--- src/rtl/i2c_slave_reg8_dat8.sv ---
// I2C responder: 7-bit device address, 8-bit register pointer, 8-bit data, byte-wide register/ROM port.
// SCL/SDA are oversampled on clk; SDA is driven 3 clk after SCL falls. No clock stretching.
module i2c_slave_reg8_dat8 #(
  parameter logic [6:0] DEV_ADDR = 7'h50,
  parameter int         WRITE_EN = 1
) (
  input  logic       clk,
  input  logic       rst_n,
  input  logic       i2c_sclk,
  input  logic       i2c_sdat_IN,
  output logic       i2c_sdat_OUT,
  output logic       i2c_sdat_OE,
  output logic [7:0] mem_addr,
  input  logic [7:0] mem_rdata,
  output logic [7:0] mem_wdata,
  output logic       mem_we,
  output logic       busy
);

  typedef enum logic [3:0] {
    IDLE, DEVADDR, ACK_DEV, REGADDR, ACK_REG, WDATA, ACK_W, RDATA, MACK, WAIT
  } state_t;

  // [0],[1] synchronizer, [2] history; reset high so release of reset never looks like START
  logic [2:0] scl_sync, sda_sync;
  logic       scl_s, scl_d, sda_s, sda_d;
  logic       scl_rise, scl_fall, start_det, stop_det;

  always_ff @(posedge clk or negedge rst_n) begin
    if (!rst_n) begin
      scl_sync <= 3'b111;
      sda_sync <= 3'b111;
    end else begin
      scl_sync <= {scl_sync[1:0], i2c_sclk};
      sda_sync <= {sda_sync[1:0], i2c_sdat_IN};
    end
  end

  assign scl_s     = scl_sync[1];
  assign scl_d     = scl_sync[2];
  assign sda_s     = sda_sync[1];
  assign sda_d     = sda_sync[2];
  assign scl_rise  = scl_s & ~scl_d;
  assign scl_fall  = ~scl_s & scl_d;
  assign start_det = scl_s & scl_d & sda_d & ~sda_s;
  assign stop_det  = scl_s & scl_d & ~sda_d & sda_s;

  state_t     state, state_nxt;
  logic [7:0] shift, shift_nxt;
  logic [2:0] cnt, cnt_nxt;
  logic       pend, pend_nxt;
  logic       rw, rw_nxt;
  logic       oe, oe_nxt;
  logic       busy_nxt;
  logic [7:0] addr_nxt, wdata_nxt;
  logic       we_nxt;
  logic [7:0] byte_in;

  assign byte_in = {shift[6:0], sda_s};

  always_ff @(posedge clk or negedge rst_n) begin
    if (!rst_n) begin
      state     <= IDLE;
      shift     <= 8'h00;
      cnt       <= 3'd0;
      pend      <= 1'b0;
      rw        <= 1'b0;
      oe        <= 1'b0;
      busy      <= 1'b0;
      mem_addr  <= 8'h00;
      mem_wdata <= 8'h00;
      mem_we    <= 1'b0;
    end else begin
      state     <= state_nxt;
      shift     <= shift_nxt;
      cnt       <= cnt_nxt;
      pend      <= pend_nxt;
      rw        <= rw_nxt;
      oe        <= oe_nxt;
      busy      <= busy_nxt;
      mem_addr  <= addr_nxt;
      mem_wdata <= wdata_nxt;
      mem_we    <= we_nxt;
    end
  end

  // pend marks "8 bits taken, acknowledge on the next SCL fall"
  always_comb begin
    state_nxt = state;
    shift_nxt = shift;
    cnt_nxt   = cnt;
    pend_nxt  = pend;
    rw_nxt    = rw;
    oe_nxt    = oe;
    busy_nxt  = busy;
    addr_nxt  = mem_we ? mem_addr + 8'd1 : mem_addr;
    wdata_nxt = mem_wdata;
    we_nxt    = 1'b0;

    if (start_det) begin
      state_nxt = DEVADDR;
      cnt_nxt   = 3'd0;
      pend_nxt  = 1'b0;
      oe_nxt    = 1'b0;
    end else if (stop_det) begin
      state_nxt = IDLE;
      pend_nxt  = 1'b0;
      oe_nxt    = 1'b0;
      busy_nxt  = 1'b0;
    end else begin
      case (state)
        DEVADDR: begin
          if (scl_rise && !pend) begin
            shift_nxt = byte_in;
            cnt_nxt   = cnt + 3'd1;
            if (cnt == 3'd7) begin
              if (byte_in[7:1] == DEV_ADDR) begin
                busy_nxt = 1'b1;
                rw_nxt   = byte_in[0];
                pend_nxt = 1'b1;
              end else begin
                state_nxt = WAIT;
                oe_nxt    = 1'b0;
              end
            end
          end else if (scl_fall && pend) begin
            pend_nxt  = 1'b0;
            oe_nxt    = 1'b1;
            state_nxt = ACK_DEV;
          end
        end
        ACK_DEV: begin
          if (scl_fall) begin
            cnt_nxt = 3'd0;
            if (rw) begin
              shift_nxt = mem_rdata;
              oe_nxt    = ~mem_rdata[7];
              state_nxt = RDATA;
            end else begin
              oe_nxt    = 1'b0;
              state_nxt = REGADDR;
            end
          end
        end
        REGADDR: begin
          if (scl_rise && !pend) begin
            shift_nxt = byte_in;
            cnt_nxt   = cnt + 3'd1;
            if (cnt == 3'd7) begin
              addr_nxt = byte_in;
              pend_nxt = 1'b1;
            end
          end else if (scl_fall && pend) begin
            pend_nxt  = 1'b0;
            oe_nxt    = 1'b1;
            state_nxt = ACK_REG;
          end
        end
        ACK_REG, ACK_W: begin
          if (scl_fall) begin
            cnt_nxt   = 3'd0;
            oe_nxt    = 1'b0;
            state_nxt = WDATA;
          end
        end
        WDATA: begin
          if (scl_rise && !pend) begin
            shift_nxt = byte_in;
            cnt_nxt   = cnt + 3'd1;
            if (cnt == 3'd7) begin
              if (WRITE_EN != 0) begin
                wdata_nxt = byte_in;
                we_nxt    = 1'b1;
                pend_nxt  = 1'b1;
              end else begin
                state_nxt = WAIT;
              end
            end
          end else if (scl_fall && pend) begin
            pend_nxt  = 1'b0;
            oe_nxt    = 1'b1;
            state_nxt = ACK_W;
          end
        end
        RDATA: begin
          if (scl_fall) begin
            if (cnt == 3'd7) begin
              cnt_nxt   = 3'd0;
              oe_nxt    = 1'b0;
              state_nxt = MACK;
            end else begin
              shift_nxt = {shift[6:0], 1'b0};
              oe_nxt    = ~shift[6];
              cnt_nxt   = cnt + 3'd1;
            end
          end
        end
        MACK: begin
          // Pointer advances at the ACK rise so mem_rdata has half an SCL period to settle
          if (scl_rise && !pend) begin
            if (!sda_s) begin
              addr_nxt = mem_addr + 8'd1;
              pend_nxt = 1'b1;
            end else begin
              state_nxt = WAIT;
            end
          end else if (scl_fall && pend) begin
            pend_nxt  = 1'b0;
            cnt_nxt   = 3'd0;
            shift_nxt = mem_rdata;
            oe_nxt    = ~mem_rdata[7];
            state_nxt = RDATA;
          end
        end
        default: ;
      endcase
    end
  end

  assign i2c_sdat_OE  = oe;
  assign i2c_sdat_OUT = 1'b0;

endmodule

--- config.mk ---
export PLATFORM = sky130hd
export DESIGN_NAME = i2c_slave_reg8_dat8
export DESIGN_NICKNAME = d
export VERILOG_FILES = /design/src/rtl/i2c_slave_reg8_dat8.sv
export SDC_FILE = /design/constraint.sdc
export NUM_CORES = 1
export LEC_CHECK = 0
export BUFFER_PORTS_ARGS = -buffer_cell sky130_fd_sc_hd__buf_2
export CAP_MARGIN = 10
export CORE_MARGIN = 4
export CORE_UTILIZATION = 35
export DETAILED_ROUTE_END_ITERATION = 7
export GPL_TIMING_DRIVEN = 0
export MAX_ROUTING_LAYER = met4
export PLACE_DENSITY_LB_ADDON = 0.15
export SYNTH_ARGS = -nofsm -noshare
export SYNTH_HDL_FRONTEND = slang
export SYNTH_SLANG_ARGS = --single-unit
--- constraint.sdc ---
create_clock -name clk -period 3.6 [get_ports clk]
set_clock_uncertainty 0.05 [all_clocks]
set_input_delay 0.72 -clock clk [delete_from_list [all_inputs] [get_ports clk]]
set_output_delay 0.72 -clock clk [all_outputs]
set_load 0.01 [all_outputs]
==> impl_metrics.json, run 1 <==
{
  "whs_path_depth": 0,
  "postCtsHoldBufs": 0,
  "worst_path_max_delay_cell": "dfstp_2",
  "yosysWarnings": 0,
  "worst_setup_path_end_kind": "register",
  "multi_input_area_sq_um": 1580,
  "cp.required_ps": 3740,
  "timing.final.crit_share_pct": 70.4,
  "antenna_found_initial": 0,
  "antenna_cells": 0,
  "die_y_microns": 96.9,
  "layout.nets": 341,
  "vdd.ir_drop.worst_uv": 272,
  "start_util_pct": 36.0,
  "seqCellArea_sq_um": 1030,
  "slew_headroom_pct": 37.1,
  "rows": 32,
  "clock_latency_ps": 300,
  "final_common_cell": "buf_2",
  "cp_cell_sequence": "buf_6, nand4b_1, o21ai_0, o32ai_2, a2111oi_4, mux2_2",
  "drt_wl_total_mm": 7.32,
  "clock_path_buffers": 2,
  "synth_cell_types": 71,
  "slowest_delay_ps": 620,
  "cts_tree": "built",
  "power-per-cell-area_nw_per_um2": 734,
  "dieArea_sq_um": 9390,
  "cts_sinks": 41,
  "cts_max_level": 2,
  "core-area_sq_um": 7690,
  "path_max_fanout": 10,
  "clockRootBuffer": "clkbuf_8",
  "fmax_mhz": 394,
  "drv_cap": 0,
  "hold_path_class": "register to register",
  "power.leakage_nw": 1.44,
  "path_class": "register to register",
  "r2r-end": "state[1]",
  "grt_pass1_vias": 2270,
  "grt_setup_unrepaired": "false",
  "reg2regPathDepth": 6,
  "min-delay-start": "scl_sync[0]",
  "synth_async_sr_flop_share_pct": 100,
  "gp_congestion": 0.942,
  "syn-instance-count": 289,
  "worstPathArrival_ps": 2680,
  "fillers": 781,
  "grt_pass1_wl_mm": 11.9,
  "final_cell_mix": "buf_2, nand2_1, dfrtp_1",
  "drc_errors": 0,
  "r2r-start": "scl_sync[1]",
  "period_needed_ps": 2540,
  "post_cts_resized": 0,
  "final_hold_viol_count": 0,
  "vias": 2368,
  "drive_above_1_share_pct": 30.0,
  "r2r_slack_ps": 1060,
  "setup_viol": 0,
  "fin_total_pwr_mw": 2.32,
  "synth-seq-cells": 41,
  "syn2layout_area_growth_pct": 14.1,
  "worstMarginPinSlew_ps": 943,
  "drt_first_pass_iters": 4,
  "via_per_inst": 5.52,
  "die_x_microns": 96.9,
  "boundaryPins": 32,
  "grt_start_max_net_pins": 42,
  "syn_area_sq_um": 2770,
  "io_buffers": 30,
  "wl_per_cell_microns": 17.1,
  "outcome": "finished, final reports clean",
  "drtAntennaViolNets": 0,
  "cts_buffers": 5,
  "grtUsageTotal_pct": 15.8,
  "ys.flop_type": "dfrtp_1",
  "hold_path_end": "scl_sync[1]",
  "start_kind": "register",
  "dr.first_iter.drc_count": 212,
  "setup_tns_ps": 0,
  "syn_avg_cell_area_sq_um": 9.57,
  "cts_setup_buffers": 0,
  "synth-edff-count": 0,
  "slew_violations": 0,
  "clk_pin_slew_worst_paths_ps": 90,
  "yosysSeqAreaShare_pct": 37.4,
  "syn_nets": 304,
  "hpwl_mm": 5.16,
  "grt_overflow": 0
}
==> registers in the layout (all words and copies together), names as in the netlist, 3 cells and up <==
name / cells
mem_addr: 8
sda_sync: 3
mem_wdata: 8
shift: 7
scl_sync: 3
cnt: 3
state: 4
==> Yosys cell counts, types with 4 or more instances <==
| library cell | number | area [sq um] |
|---|---|---|
| xor2_1 | 8 | 70.1 |
| xnor2_1 | 7 | 61.3 |
| clkbuf_1 | 7 | 26.3 |
| nor2b_1 | 5 | 31.3 |
| mux2_2 | 20 | 225 |
| nor2_1 | 21 | 78.8 |
| nor3b_1 | 4 | 30.0 |
| nand4_1 | 6 | 37.5 |
| buf_4 | 4 | 30.0 |
| inv_1 | 8 | 30.0 |
| o21ai_0 | 14 | 70.1 |
| dfstp_2 | 6 | 158 |
| nand2_1 | 35 | 131 |
| buf_2 | 8 | 40.0 |
| a21oi_1 | 13 | 65.1 |
| o22ai_1 | 5 | 31.3 |
| nand3_1 | 5 | 25.0 |
| dfrtp_1 | 35 | 876 |
==> through the flow <==
| stage | instances | utilization (%) | area (sq um) | hold slack [ps] | setup slack (ps) |
|---|---|---|---|---|---|
| 3_3_place_gp | 421 | 39.6 | 3040 | 296 | 1120 |
| 5_1_grt | 429 | 41.1 | 3160 | 312 | 950 |
| 3_5_place_dp | 421 | 39.6 | 3040 | 297 | 1110 |
| 6_report | 429 | 41.1 | 3160 | 303 | 1060 |
| 4_1_cts | 429 | 41.1 | 3160 | 310 | 1100 |
| 2_1_floorplan | 289 | - | 2770 | 295 | 1470 |
==> power by group <==
group | internal, mW | total (mW) | switching [mW]
clock network | 0.208 | 0.392 | 0.184
logic | 0.557 | 1.24 | 0.680
registers | 0.564 | 0.688 | 0.124
total | 1.33 | 2.32 | 0.988
==> worst max-delay path: cells and delay by family (launching register included) <==
kind                   cells  cell delay, ps
and+or+nand+nor            1             280
DFF                        1             620
buffers and inverters      1             150
AOI/OAI and AO/OA          3             920
muxes                      1             400
==> worst max path at each step <==
stage           startpoint  endpoint  slack, ps  cells after the start
2_1_floorplan       cnt[0]  state[0]       1470                      7
3_3_place_gp   scl_sync[1]  state[1]       1120                      6
3_5_place_dp   scl_sync[1]  state[1]       1110                      6
4_1_cts        scl_sync[1]  state[1]       1100                      6
5_1_grt        scl_sync[1]  state[0]        950                      6
6_report       scl_sync[1]  state[1]       1060                      6
==> per-layer routing <==
| metal | up-vias | global-route usage (%) | routed length (microns) |
|---|---|---|---|
| met5 | - | - | 0 |
| met4 | 0 | 2.92 | 51 |
| li1 | 1127 | - | - |
| met1 | 1155 | 21.6 | 3500 |
| met2 | 81 | 25.3 | 3380 |
| met3 | 5 | 2.24 | 384 |
==> area by class of cell <==
cell class              instances  share of cell area [%]
multi-input cells             219                    50.2
flip-flops and latches         41                    32.7
clock buffers                   5                    2.18
repair buffers                 30                    4.76
inverters                       8                   0.951
plain buffers                  21                    3.77
clock inverters                 3                    1.39
well taps                     102                    4.04
==> cell families after synthesis <==
| family | Yosys count | share of synthesized area (%) |
|---|---|---|
| adders and majority gates | 3 | 1.36 |
| xor gates and xnor gates | 16 | 5.34 |
| AOI/OAI and AO/OA | 71 | 19.4 |
| other | 1 | 0.136 |
| muxes | 25 | 10.0 |
| and+or+nand+nor | 103 | 20.9 |
| DFF | 41 | 37.4 |
| buffers and inverters | 29 | 5.38 |
No activity file was read; power rests on OpenSTA's default activity.
==> inputs of run 2 (changes only) <==
==> constraint.sdc (replaced) <==
create_clock -name clk -period 2.4 [get_ports clk]
set_clock_uncertainty 0.05 [all_clocks]
set_input_delay 0.48 -clock clk [delete_from_list [all_inputs] [get_ports clk]]
set_output_delay 0.48 -clock clk [all_outputs]
set_load 0.01 [all_outputs]
==> run 2 against run 1 <==
  * Wire length rose by 0.78%
  * Clock power rose by 49%
  * Sequential power increased by 51%
  * Die area unchanged
  * Global-route usage increased by 0.062 points
  * Cell count up 0.93%
  * Non-clock buffer count up 4
  * Cell area up 2.2%
  * Setup slack worse by 970 ps
==> impl_metrics.json, run 2 (synthesized netlist as in run 1, its figures left out) <==
{
  "outcome": "finished, final reports clean",
  "switching_share_pct": 42.2,
  "worst_setup_path_end_kind": "register",
  "worst_path_max_delay_cell": "nor4b_4",
  "intPower_mw": 2.05,
  "r2r_slack_ps": 90,
  "die_x_microns": 96.9,
  "seqPwrFrac_pct": 29.2,
  "io_buffers": 30,
  "clockRootBuffer": "clkbuf_8",
  "final_area_sq_um": 3230,
  "start_kind": "register",
  "layout.nets": 345,
  "gp_congestion": 0.942,
  "cts_tree": "built",
  "via_per_inst": 5.38,
  "clock_latency_ps": 300,
  "drv_cap": 0,
  "dieArea_sq_um": 9390,
  "antenna_cells": 0,
  "final_hold_viol_count": 0,
  "power-per-cell-area_nw_per_um2": 1100,
  "drt_first_pass_iters": 4,
  "grt_pass1_vias": 2280,
  "place_area_sq_um": 3040,
  "grt_pass1_wl_mm": 11.9,
  "drive_above_1_share_pct": 32.0,
  "clk_pin_slew_worst_paths_ps": 90,
  "period_needed_ps": 2310,
  "drt_wl_total_mm": 7.37,
  "setup_viol": 0,
  "core-area_sq_um": 7690,
  "p_sw_mw": 1.50,
  "drtAntennaViolNets": 0,
  "hpwl_mm": 5.16,
  "antenna_found_initial": 0,
  "worstMarginPinSlew_ps": 948,
  "timing.final.crit_share_pct": 96.2,
  "final_common_cell": "buf_2",
  "fmax_mhz": 433,
  "fin_total_pwr_mw": 3.55,
  "min-delay-start": "i2c_sclk",
  "crit_family": "simple AND/OR/NAND/NOR gates",
  "path_class": "register to register",
  "grt_start_max_net_pins": 42,
  "fin_util_pct": 42.0,
  "reg.largest.list": "mem_addr: 8 flops, mem_wdata: 8 flops, shift: 7 flops",
  "power.leakage_nw": 1.46,
  "final_cell_mix": "buf_2, nand2_1, dfrtp_1",
  "cp_num_buf_inv": 2,
  "wl_per_cell_microns": 17.0,
  "cp.required_ps": 2530,
  "worstPathArrival_ps": 2440,
  "vias": 2330,
  "path_max_fanout": 10,
  "grt_overflow": 0,
  "syn2layout_area_growth_pct": 16.6,
  "clock_power_share_pct": 16.4,
  "fillers": 777,
  "cts_buffers": 5,
  "r2r-start": "state[0]",
  "grt_setup_unrepaired": "false",
  "slew_headroom_pct": 36.8,
  "cp_common_cell": "buf_4",
  "boundaryPins": 32,
  "rows": 32,
  "die_y_microns": 96.9,
  "dr.first_iter.drc_count": 229,
  "grtUsageTotal_pct": 15.9,
  "drc_errors": 0,
  "cts_max_level": 2,
  "slowest_delay_ps": 730,
  "cp_cell_sequence": "buf_4, nor4b_4, a221oi_2, o211a_1, buf_4, mux2_1",
  "clock_path_buffers": 2,
  "vdd.ir_drop.worst_uv": 409,
  "crit_path_start": "state[0]",
  "start_util_pct": 36.0,
  "comb_power_share_pct": 54.4,
  "slew_violations": 0,
  "cts_sinks": 41,
  "hold_path_class": "input port to register"
}
[run 2: changes by cell type in the layout (fill, tap and decap cells not counted), sizes merged]
| cell | previous run | this run |
|---|---|---|
| buf | 44 | 48 |
[run 2: worst paths after layout]
path                                to  cells after the start
hold reg to reg            scl_sync[1]                      0
max in group asynchronous     shift[6]                      1
min in group asynchronous  mem_addr[4]                      1
hold / removal             scl_sync[0]                      1
setup reg to reg              shift[5]                      6
setup / recovery              shift[5]                      6
[run 2: worst register-to-register path: stages, from the launching register on]
cell and delay [ps]:
dfrtp_1 460, buf_4 210, nor4b_4 730, a221oi_2 120, o211a_1 150, buf_4 170
mux2_1 310
[run 2: routing by layer]
metal	GRT usage (%)	vias up	routed length, microns
li1	-	1132	-
met2	25.4	64	3450
met5	-	-	0
met3	2.24	6	385
met1	21.7	1128	3490
met4	2.92	0	46
[run 2: per-stage QoR]
stage                     std cells  setup TNS [ps]  setup WS [ps]  hold WS, ps
after floorplan                 289               0            269          134
after global placement          421            -237          -82.7          296
after detailed placement        421            -250          -87.3          297
after CTS                       430               0           4.17          211
after global routing            433               0           9.01          207
final                           433               0           91.2          223
[run 2: power groups by stage]
| stage | clock [mW] | combinational, mW | sequential (mW) |
|---|---|---|---|
| after floorplan | 0 | 1.45 | 0.987 |
| after detailed placement | 0 | 1.84 | 1.05 |
| after global placement | 0 | 1.83 | 1.04 |
| after CTS | 0.613 | 1.88 | 1.03 |
| final | 0.584 | 1.93 | 1.04 |
| after global routing | 0.631 | 2.12 | 1.06 |
[run 2: layout make-up]
cell class | count | area (sq um) | share of cell area, %
Multi-Input combinational cell | 219 | 1620 | 50.3
Buffer | 21 | 119 | 3.69
Tap cell | 102 | 128 | 3.96
Sequential cell | 41 | 1030 | 32.0
Clock buffer | 5 | 68.8 | 2.13
Timing Repair Buffer | 34 | 180 | 5.59
Clock inverter | 3 | 43.8 | 1.36
Inverter | 8 | 30.0 | 0.931
[run 2: timing repair]
| item | in CTS | in global routing |
|---|---|---|
| gates resized for setup | 1 | 7 |
| setup endpoints to repair | 3 | 11 |
| hold buffers | 0 | 0 |
| endpoints found under the hold margin | 0 | 0 |
| pin swaps | 1 | 0 |
| buffers inserted | 1 | 3 |
==> inputs of run 3 (changes only) <==
--- a/config.mk
+++ b/config.mk
@@ -5,7 +5,7 @@
 export SDC_FILE = /design/constraint.sdc
 export NUM_CORES = 1
 export LEC_CHECK = 0
-export BUFFER_PORTS_ARGS = -buffer_cell sky130_fd_sc_hd__buf_2
+export BUFFER_PORTS_ARGS = -buffer_cell sky130_fd_sc_hd__buf_4
 export CAP_MARGIN = 10
 export CORE_MARGIN = 4
 export CORE_UTILIZATION = 35
==> run 3 against run 2 <==
  * Cell count fell by 0.46%
  * Critical path type unchanged
  * Sequential share of layout area shrank 0.50 points
  * Via count fell by 0.26%
  * Critical endpoint is now state[0]
==> impl_metrics.json, run 3 (synthesized netlist as in run 1, its figures left out) <==
{
  "fmax_mhz": 431,
  "worstMarginPinSlew_ps": 754,
  "worst_setup_path_end_kind": "register",
  "start_util_pct": 36.0,
  "drc_errors": 0,
  "slew_headroom_pct": 49.5,
  "power.leakage_nw": 1.46,
  "vdd.ir_drop.worst_uv": 495,
  "clock_path_buffers": 2,
  "reg.largest.list": "mem_addr: 8 flops, mem_wdata: 8 flops, shift: 7 flops",
  "drive_above_1_share_pct": 31.3,
  "syn2layout_area_growth_pct": 18.5,
  "drt_wl_total_mm": 7.20,
  "cts_buffers": 5,
  "place_ws_ps": -61.1,
  "antenna_found_initial": 0,
  "dr.first_iter.drc_count": 199,
  "drv_cap": 0,
  "slew_violations": 0,
  "start_kind": "register",
  "path_class": "register to register",
  "drtAntennaViolNets": 0,
  "clockRootBuffer": "clkbuf_8",
  "timing.final.crit_share_pct": 96.7,
  "period_needed_ps": 2320,
  "cts_max_level": 2,
  "wl_per_cell_microns": 16.7,
  "cts_sinks": 41,
  "grt_pass1_vias": 2301,
  "core-area_sq_um": 7690,
  "boundaryPins": 32,
  "clk_pin_slew_worst_paths_ps": 90,
  "fin_util_pct": 42.6,
  "power-per-cell-area_nw_per_um2": 1080,
  "gp_congestion": 0.897,
  "die_x_microns": 96.9,
  "grt_pass1_wl_mm": 11.9,
  "rows": 32,
  "layout.nets": 343,
  "dieArea_sq_um": 9390,
  "whs_ps": 106,
  "cp.required_ps": 2530,
  "grt_setup_unrepaired": "false",
  "final_hold_viol_count": 0,
  "io_buffers": 30,
  "die_y_microns": 96.9,
  "postLayoutSetupSlackWorst_ps": 78.8,
  "grt_start_max_net_pins": 42,
  "antenna_cells": 0,
  "path_max_fanout": 10,
  "hold_path_class": "input port to asynchronous set/reset pin",
  "final_common_cell": "buf_4",
  "clock_latency_ps": 300,
  "worstPathArrival_ps": 2450,
  "vias": 2324,
  "hpwl_mm": 5.23,
  "setup_viol": 0,
  "drt_first_pass_iters": 5,
  "final_cell_mix": "buf_4, nand2_1, dfrtp_1",
  "outcome": "finished, final reports clean",
  "grt_overflow": 0,
  "postCtsHoldBufs": 0,
  "grtUsageTotal_pct": 15.8,
  "cts_tree": "built",
  "via_per_inst": 5.39
}
run 3: worst max-delay path, stage by stage (launching register included):
cell and delay (ps):
dfstp_2 530, buf_4 180, nand2_2 130, nor3b_4 290, o32ai_2 180, a2111oi_4 290, buf_4 200, mux2_2 340
run 3: cell type report:
class | count | area, sq um
fill | 768 | 4410
multi-input combinational | 219 | 1610
sequential | 41 | 1030
timing repair buffer | 33 | 248
tap | 102 | 128
buffer | 20 | 115
clock buffer | 6 | 72.6
clock inverter | 2 | 38.8
inverter | 8 | 30.0
run 3: worst paths after layout:
path                       slack (ps)     endpoint  cells past startpoint   startpoint
setup reg to reg                   80     state[0]                      7  scl_sync[2]
hold reg to reg                   310  sda_sync[1]                      0  sda_sync[0]
setup / recovery                   80     state[0]                      7  scl_sync[2]
max in group asynchronous        1800  scl_sync[1]                      1        rst_n
hold / removal                    110  mem_addr[1]                      1        rst_n
min in group clk                  240  sda_sync[0]                      1  i2c_sdat_IN
run 3: report_power, final:
group / leakage, nW / switching, mW / internal, mW
clock network: 0.0554 / 0.262 / 0.313
logic: 0.873 / 1.03 / 0.876
registers: 0.528 / 0.203 / 0.846
run 3: through the flow:
stage               setup TNS, ps  total power, mW  area, sq um  std cells
floorplan                       0             2.44         2770        289
global placement             -137             2.91         3120        421
detailed placement           -161             2.91         3120        421
CTS                             0             3.52         3240        430
global route                    0             3.79         3280        431
finish                          0             3.53         3280        431
run 3: metal layers:
metal	vias up	global-route usage, %	share of wire (%)
li1	1128	-	-
met3	10	2.45	4.2
met1	1122	22.0	48
met5	-	-	0
met2	64	23.5	45
met4	0	5.18	2.4
run 3: what timing repair did:
action                                  in CTS  in global routing
gates resized for setup                      0                  7
endpoints found under the setup margin       3                 15
pin swaps                                    1                  0
buffers inserted                             1                  2
